File: config.mk
export PLATFORM = sky130hd
export DESIGN_NAME = vga_timing_gen_flat
export DESIGN_NICKNAME = d
export VERILOG_FILES = /design/src/rtl/vga_timing_gen_pkg.sv /design/src/rtl/vga_timing_gen_if.sv /design/src/rtl/vga_pck_div.sv /design/src/rtl/vga_timing_gen.sv /design/src/flat_wrapper.sv
export SDC_FILE = /design/constraint.sdc
export NUM_CORES = 1
export LEC_CHECK = 0
export ABC_AREA = 1
export CORE_MARGIN = 2
export CORE_UTILIZATION = 48
export CTS_BUF_LIST = sky130_fd_sc_hd__clkbuf_4
export DETAILED_ROUTE_END_ITERATION = 8
export PLACE_DENSITY = 0.86
export SLEW_MARGIN = 20
export SYNTH_ARGS = -nofsm -noshare
export SYNTH_HDL_FRONTEND = slang
export SYNTH_SLANG_ARGS = --single-unit
File: constraint.sdc
create_clock -name clk -period 1.55 [get_ports clk]
set_clock_uncertainty 0.05 [all_clocks]
set_input_delay 0.2325 -clock clk [delete_from_list [all_inputs] [get_ports clk]]
set_output_delay 0.2325 -clock clk [all_outputs]
set_load 0.05 [all_outputs]
File: src/rtl/vga_timing_gen_pkg.sv
// rtl/vga_timing_gen_pkg.sv - shared VGA timing types, default 640x480@60 timing and sync decode
//
// Purpose: default timing constants (the values every colour stage assumes),
//          the counter type and the registered sync bundle used by
//          vga_timing_gen and its interface.
package vga_timing_gen_pkg;

  localparam int unsigned CNT_W = 10;

  localparam int unsigned DEF_CLK_DIV = 4;
  localparam int unsigned DEF_HPERIOD = 800;
  localparam int unsigned DEF_HFRONT  = 16;
  localparam int unsigned DEF_HWIDTH  = 96;
  localparam int unsigned DEF_HBACK   = 48;
  localparam int unsigned DEF_VPERIOD = 525;
  localparam int unsigned DEF_VFRONT  = 10;
  localparam int unsigned DEF_VWIDTH  = 2;
  localparam int unsigned DEF_VBACK   = 33;
  localparam int unsigned DEF_HBLANK  = DEF_HFRONT + DEF_HWIDTH + DEF_HBACK;
  localparam int unsigned DEF_VBLANK  = DEF_VFRONT + DEF_VWIDTH + DEF_VBACK;

  typedef logic [CNT_W-1:0] cnt_t;

  typedef struct packed {
    logic hs;  // active-low
    logic vs;  // active-low
    logic de;
  } sync_t;

  localparam sync_t SYNC_IDLE = '{hs: 1'b1, vs: 1'b1, de: 1'b0};

  // Sync ranges are [lo, hi); the active area starts at *_act.
  function automatic sync_t sync_decode(
    input cnt_t h,
    input cnt_t v,
    input cnt_t hs_lo,
    input cnt_t hs_hi,
    input cnt_t h_act,
    input cnt_t vs_lo,
    input cnt_t vs_hi,
    input cnt_t v_act
  );
    sync_t s;
    s.hs = !((h >= hs_lo) && (h < hs_hi));
    s.vs = !((v >= vs_lo) && (v < vs_hi));
    s.de = (h >= h_act) && (v >= v_act);
    return s;
  endfunction

endpackage

File: src/rtl/vga_timing_gen_if.sv
// rtl/vga_timing_gen_if.sv - timing bundle from the VGA timing source to the pixel stages
//
// Signals: pck_en (pixel strobe), hcnt/vcnt (pixel/line counters),
//          vga_hs/vga_vs (active-low syncs), disp_en (visible area),
//          frame_start (one-cycle pulse after frame wrap).
// master: timing generator drives everything; slave: downstream stages read.
interface vga_timing_gen_if;
  import vga_timing_gen_pkg::*;

  logic pck_en;
  cnt_t hcnt;
  cnt_t vcnt;
  logic vga_hs;
  logic vga_vs;
  logic disp_en;
  logic frame_start;

  modport master (
    output pck_en, hcnt, vcnt, vga_hs, vga_vs, disp_en, frame_start
  );

  modport slave (
    input pck_en, hcnt, vcnt, vga_hs, vga_vs, disp_en, frame_start
  );

endinterface

File: src/rtl/vga_pck_div.sv
// rtl/vga_pck_div.sv - pixel-clock enable divider
//
// Ports: clk, rst (sync, active-high), pck_en (one-cycle strobe every CLK_DIV cycles).
// pck_en is registered and is high exactly while the divider count sits at
// CLK_DIV-1; reset forces it low even when CLK_DIV=1.
module vga_pck_div #(
  parameter int unsigned CLK_DIV = 4
) (
  input  logic clk,
  input  logic rst,
  output logic pck_en
);

  localparam int unsigned DW = (CLK_DIV > 1) ? $clog2(CLK_DIV) : 1;
  localparam logic [DW-1:0] D_LAST = DW'(CLK_DIV - 1);

  logic [DW-1:0] dcnt;
  logic [DW-1:0] dcnt_nxt;

  always_comb begin
    dcnt_nxt = (dcnt == D_LAST) ? '0 : dcnt + 1'b1;
  end

  always_ff @(posedge clk) begin
    if (rst) begin
      dcnt   <= '0;
      pck_en <= 1'b0;
    end else begin
      dcnt   <= dcnt_nxt;
      pck_en <= (dcnt_nxt == D_LAST);
    end
  end

endmodule

File: src/rtl/vga_timing_gen.sv
// rtl/vga_timing_gen.sv - VGA pixel strobe, h/v counters, syncs, display enable and frame pulse
//
// Ports: clk, rst (sync, active-high), vif (vga_timing_gen_if.master):
//        pck_en, hcnt, vcnt, vga_hs, vga_vs, disp_en, frame_start.
// Build option VGA_SYNC_DELAY_EN: vga_hs/vga_vs/disp_en get one extra
// pixel-stage register so they line up with stages that register RGB from hcnt.
module vga_timing_gen
  import vga_timing_gen_pkg::*;
#(
  parameter int unsigned CLK_DIV = DEF_CLK_DIV,
  parameter int unsigned HPERIOD = DEF_HPERIOD,
  parameter int unsigned HFRONT  = DEF_HFRONT,
  parameter int unsigned HWIDTH  = DEF_HWIDTH,
  parameter int unsigned HBACK   = DEF_HBACK,
  parameter int unsigned VPERIOD = DEF_VPERIOD,
  parameter int unsigned VFRONT  = DEF_VFRONT,
  parameter int unsigned VWIDTH  = DEF_VWIDTH,
  parameter int unsigned VBACK   = DEF_VBACK
) (
  input  logic             clk,
  input  logic             rst,
  vga_timing_gen_if.master vif
);

  localparam cnt_t H_LAST = cnt_t'(HPERIOD - 1);
  localparam cnt_t V_LAST = cnt_t'(VPERIOD - 1);
  localparam cnt_t HS_LO  = cnt_t'(HFRONT);
  localparam cnt_t HS_HI  = cnt_t'(HFRONT + HWIDTH);
  localparam cnt_t H_ACT  = cnt_t'(HFRONT + HWIDTH + HBACK);
  localparam cnt_t VS_LO  = cnt_t'(VFRONT);
  localparam cnt_t VS_HI  = cnt_t'(VFRONT + VWIDTH);
  localparam cnt_t V_ACT  = cnt_t'(VFRONT + VWIDTH + VBACK);

  logic  pck_en;
  cnt_t  hcnt;
  cnt_t  vcnt;
  cnt_t  hcnt_nxt;
  cnt_t  vcnt_nxt;
  logic  h_wrap;
  logic  v_wrap;
  logic  frame_start;
  sync_t sync_nxt;
  sync_t sync_r;
  sync_t sync_out;

  vga_pck_div #(
    .CLK_DIV (CLK_DIV)
  ) u_pck_div (
    .clk    (clk),
    .rst    (rst),
    .pck_en (pck_en)
  );

  // Syncs are decoded from the next-state counters so they change on the
  // same edge as hcnt/vcnt rather than one pixel later.
  always_comb begin
    h_wrap   = (hcnt == H_LAST);
    v_wrap   = (vcnt == V_LAST);
    hcnt_nxt = hcnt;
    vcnt_nxt = vcnt;
    if (pck_en) begin
      hcnt_nxt = h_wrap ? '0 : hcnt + 1'b1;
      if (h_wrap) begin
        vcnt_nxt = v_wrap ? '0 : vcnt + 1'b1;
      end
    end
    sync_nxt = sync_decode(hcnt_nxt, vcnt_nxt, HS_LO, HS_HI, H_ACT,
                           VS_LO, VS_HI, V_ACT);
  end

  always_ff @(posedge clk) begin
    if (rst) begin
      hcnt        <= '0;
      vcnt        <= '0;
      sync_r      <= SYNC_IDLE;
      frame_start <= 1'b0;
    end else begin
      hcnt        <= hcnt_nxt;
      vcnt        <= vcnt_nxt;
      sync_r      <= sync_nxt;
      frame_start <= pck_en && h_wrap && v_wrap;
    end
  end

`ifdef VGA_SYNC_DELAY_EN
  // Captures the syncs of the pixel being left, so they trail hcnt/vcnt by one pixel.
  sync_t sync_d;

  always_ff @(posedge clk) begin
    if (rst) begin
      sync_d <= SYNC_IDLE;
    end else if (pck_en) begin
      sync_d <= sync_r;
    end
  end

  assign sync_out = sync_d;
`else
  assign sync_out = sync_r;
`endif

  assign vif.pck_en      = pck_en;
  assign vif.hcnt        = hcnt;
  assign vif.vcnt        = vcnt;
  assign vif.vga_hs      = sync_out.hs;
  assign vif.vga_vs      = sync_out.vs;
  assign vif.disp_en     = sync_out.de;
  assign vif.frame_start = frame_start;

endmodule

File: src/flat_wrapper.sv
// flat-port wrapper written by rule: the top's interface ports become plain ports
module vga_timing_gen_flat import vga_timing_gen_pkg::*;
#(
  parameter int unsigned CLK_DIV = DEF_CLK_DIV,
  parameter int unsigned HPERIOD = DEF_HPERIOD,
  parameter int unsigned HFRONT  = DEF_HFRONT,
  parameter int unsigned HWIDTH  = DEF_HWIDTH,
  parameter int unsigned HBACK   = DEF_HBACK,
  parameter int unsigned VPERIOD = DEF_VPERIOD,
  parameter int unsigned VFRONT  = DEF_VFRONT,
  parameter int unsigned VWIDTH  = DEF_VWIDTH,
  parameter int unsigned VBACK   = DEF_VBACK
)
  (clk, rst, vif_pck_en, vif_hcnt, vif_vcnt, vif_vga_hs, vif_vga_vs, vif_disp_en, vif_frame_start);
  vga_timing_gen_if vif_i ();
  input  logic clk;
  input  logic rst;
  output wire logic [$bits(vif_i.pck_en)-1:0] vif_pck_en;
  output wire logic [$bits(vif_i.hcnt)-1:0] vif_hcnt;
  output wire logic [$bits(vif_i.vcnt)-1:0] vif_vcnt;
  output wire logic [$bits(vif_i.vga_hs)-1:0] vif_vga_hs;
  output wire logic [$bits(vif_i.vga_vs)-1:0] vif_vga_vs;
  output wire logic [$bits(vif_i.disp_en)-1:0] vif_disp_en;
  output wire logic [$bits(vif_i.frame_start)-1:0] vif_frame_start;
  assign vif_pck_en = vif_i.pck_en;
  assign vif_hcnt = vif_i.hcnt;
  assign vif_vcnt = vif_i.vcnt;
  assign vif_vga_hs = vif_i.vga_hs;
  assign vif_vga_vs = vif_i.vga_vs;
  assign vif_disp_en = vif_i.disp_en;
  assign vif_frame_start = vif_i.frame_start;
  vga_timing_gen #(.CLK_DIV(CLK_DIV), .HPERIOD(HPERIOD), .HFRONT(HFRONT), .HWIDTH(HWIDTH), .HBACK(HBACK), .VPERIOD(VPERIOD), .VFRONT(VFRONT), .VWIDTH(VWIDTH), .VBACK(VBACK)) u_core (.clk(clk), .rst(rst), .vif(vif_i));
endmodule
==> summary.txt <==
Routing
  – DRC: 0
  – WL met1: roughly 2.1 mm
  – Met2 WL: approximately 2.4 mm
  – Initial DRT Pass Iterations: 5
  – Initial DRC count: 94
  – Post-DRT Antenna Nets: 0
  – Routed Wire Length: roughly 5 mm
  – Wire length per cell: about 15 µm
  – Vias: about 1800
  – Vias/cell: 5.42
  – Routed wl met3: about 290 µm
  – DR top layer: met4

Die
  – Row count: 20
  – Die H: slightly below 60 µm
  – Die area: 3530 µm²
  – I/O Pins: 27
  – Core Region: between 2000 and 3000 µm²
  – DIE WIDTH: about 59 µm
  – Initial Util: between 40 and 50%

Timing
  – Final Cycle Share: 114%
  – Min Clock Period, post-route: around 1.8 ns
  – RSZ-0062 raised after global routing: true
  – Hold Fails Final Rpt: 0
  – Post-Route Setup TNS: -0.802 ns
  – Fmax: 566 MHz
  – Worst Slack Setup Final: -0.218 ns
  – Final setup vio count: 10
  – Pin slew with the least headroom to its limit: roughly 0.30 ns
  – Max-Slew Margin vs Limit: 80.1%
  – Max Slew Vio Count: 0

Place
  – Post-DP HPWL: 3.15 mm
  – I/O Buffers: 26
  – Pre-CTS setup slack: -0.173 ns
  – Routability congestion estimate: about 0.9
  – Placed Area: 2260 µm²

Clocking
  – Worst-path clk slew: 0.16 ns
  – TritonCTS clock tree: done
  – Worst skew pair latency: ~0.34 ns
  – Hold_buf cts: 0
  – Deepest clock path buffer count: 2
  – Clk root buf: clkbuf_4
  – Sinks on the clock net: 27
  – Total CTS buffers: 3
  – Htree depth: 1

Pwr
  – Max IR drop VDD: about 0.67 mV
  – Sequential power share: between 60% and 70%
  – Power Internal: 0.840 mW
  – Switching fraction of total power: between 20% and 30%
  – Clk pwr share: between 20 and 30%
  – Sw Pwr: roughly 0.3 mW
  – Logic gate share of total power: 9.5%
  – Total leakage power: between 1 and 1.5 nW
  – Pwr/cell area: approximately 450 nW/µm²

Hold path
  – HP Class: reg2reg

GRT
  – Tot GR Track Use: between 20% and 30%
  – Global route total overflow: 0
  – Initial antenna violation count: 0
  – Vias in the first global route: about 1500
  – Maximum number of pins on one net before global-route repair: 16
  – First-pass GRT wire length: approximately 6.7 mm

Setup path
  – Flop2flop setup slack: -0.22 ns
  – CP Capture Point: u_core.vif.disp_en$_SDFF_PP0_
  – WS Path Type: reg2reg
  – CP Data Required Time: between 1.5 and 2 ns
  – Crit path launch type: flip-flop
  – Critical path data arrival time: 1.97 ns
  – R2R depth: 13
  – Crit end category: flip-flop
  – Crit Path Max Fanout: 4
  – Worst r2r dst: u_core.vif.disp_en$_SDFF_PP0_
  – Critical path origin: u_core.vif.vcnt[0]$_SDFF_PP0_
  – Reg-to-reg startpoint: u_core.vif.vcnt[0]$_SDFF_PP0_

Outcome
  – Failing checks: negative setup slack
  – Status: finished with violations

Logic synthesis
  – Cells after Synth: 216
  – Top cells by area, synth: dfxtp_1, nand2_1, nor2_1
  – Library cells used by synthesis: 26
  – Syn_nets: ~220
  – Yosys top cell area share: a little over a third
  – Yosys reg bits: 27
  – Sequential-to-total area share from yosys stat: a little over a third
  – Syn avg cell area: about 6.8 µm²
  – Synth Cell Area: around 1500 µm²
  – Yosys top cell by area: dfxtp_1
  – Yosys warns: 0

Flow run
  – Max cap viols: 0

Cells and area
  – Final nets: 303
  – Proportion of layout cells with a drive suffix above 1: approximately 53%
  – Area growth, synth to finish: 72.8%
  – Post-route design area: about 2500 µm²
  – Diode count: 0
==> worst min path at each step <==
stage	depth (start not counted)	slack (ns)	endpoint	start
after floorplan	1	0.25	u_core.vif.vcnt[1]$_SDFF_PP0_	rst
after global placement	1	0.39	u_core.u_pck_div.dcnt[0]$_SDFF_PP0_	u_core.u_pck_div.dcnt[0]$_SDFF_PP0_
after detailed placement	1	0.40	u_core.u_pck_div.dcnt[0]$_SDFF_PP0_	u_core.u_pck_div.dcnt[0]$_SDFF_PP0_
after CTS	1	0.43	u_core.u_pck_div.dcnt[0]$_SDFF_PP0_	u_core.u_pck_div.dcnt[0]$_SDFF_PP0_
after global routing	1	0.44	u_core.u_pck_div.dcnt[0]$_SDFF_PP0_	u_core.u_pck_div.dcnt[0]$_SDFF_PP0_
final	1	0.42	u_core.u_pck_div.dcnt[0]$_SDFF_PP0_	u_core.u_pck_div.dcnt[0]$_SDFF_PP0_
==> Yosys cell counts (all sizes together) <==
cell	number
nor3	8
a21oi	3
o21ai	5
nand2	60
nor2	48
nand3	21
nand4	4
dfxtp	27
clkbuf	2
nor3b	1
ha	5
nand3b	1
inv	26
buf	1
o21bai	2
xor2	2
==> power groups by stage <==
stage / Clock (mW) / Sequential, mW / Combinational (mW)
2_1_floorplan: 0 / 0.735 / 0.0365
3_3_place_gp: 0 / 0.720 / 0.0978
3_5_place_dp: 0 / 0.721 / 0.100
4_1_cts: 0.325 / 0.704 / 0.107
5_1_grt: 0.358 / 0.705 / 0.116
6_report: 0.327 / 0.703 / 0.108
==> registers in the layout (all words and copies together) (netlist names) <==
register	cells
u_core.vif.vga_vs	1
u_core.vif.frame_start	1
u_core.vif.vga_hs	1
u_core.vif.hcnt	10
u_core.vif.disp_en	1
u_core.vif.vcnt	10
u_core.u_pck_div.pck_en	1
u_core.u_pck_div.dcnt	2
==> layer usage <==
metal,track usage (%),up-vias
met2,43.0,85
met5,0,-
met1,33.0,827
met4,5.84,0
met3,3.28,25
li1,-,841
==> critical path, stage by stage (launching register included) <==
cell and delay, ns:
dfxtp_4 0.39, inv_2 0.06, ha_1 0.14, nand2_1 0.05, nor2_1 0.14, nand3_2 0.14
inv_2 0.11, nor2_1 0.06, nor2_2 0.14, nand2_1 0.11, nand2_1 0.07, nand2_1 0.06
nand2_1 0.10, a21oi_2 0.06
==> timing repair <==
item,4_1_cts,5_1_grt
endpoints found under the setup margin,4,11
buffers inserted,4,14
gates resized for setup,5,36
pin swaps,10,28
==> cell usage in the layout (no fill, tap or decap), types with 9 or more instances in the layout <==
| cell | n |
|---|---|
| nand2_2 | 9 |
| nand3_2 | 9 |
| inv_2 | 9 |
| nand2_1 | 48 |
| buf_4 | 58 |
| inv_1 | 17 |
| dfxtp_4 | 11 |
| nor2_1 | 37 |
| buf_12 | 16 |
| nand3_1 | 10 |
| dfxtp_2 | 10 |
==> final cells by class <==
cell class                 instances  area [µm²]
inverter                          26        97.6
sequential                        27         594
tap                               33        41.3
clock inverter                     1        5.00
timing repair buffer              78         800
multi-input combinational        160         988
clock buffer                       3        22.5
fill                             141         429
==> per-stage QoR <==
step                cells  power (mW)  utilization [%]  hold WS [ns]
detailed placement    308       0.822             75.8         0.405
floorplan             216       0.771                -         0.247
finish                328        1.14             85.6         0.419
global route          328        1.18             85.6         0.437
CTS                   316        1.14             78.3         0.425
global placement      308       0.818             75.8         0.387
==> kinds of logic (layout without fill, tap and decap cells) <==
group / after synthesis / in the layout / share of synthesized area (%)
buf+inv: 29 / 108 / 7.63
compound gates: 10 / 10 / 4.24
fa+ha+maj: 5 / 5 / 4.24
simple gates: 143 / 143 / 46.1
xor+xnor: 2 / 2 / 1.19
flops: 27 / 27 / 36.6
Power figures use the tool's default switching activity.
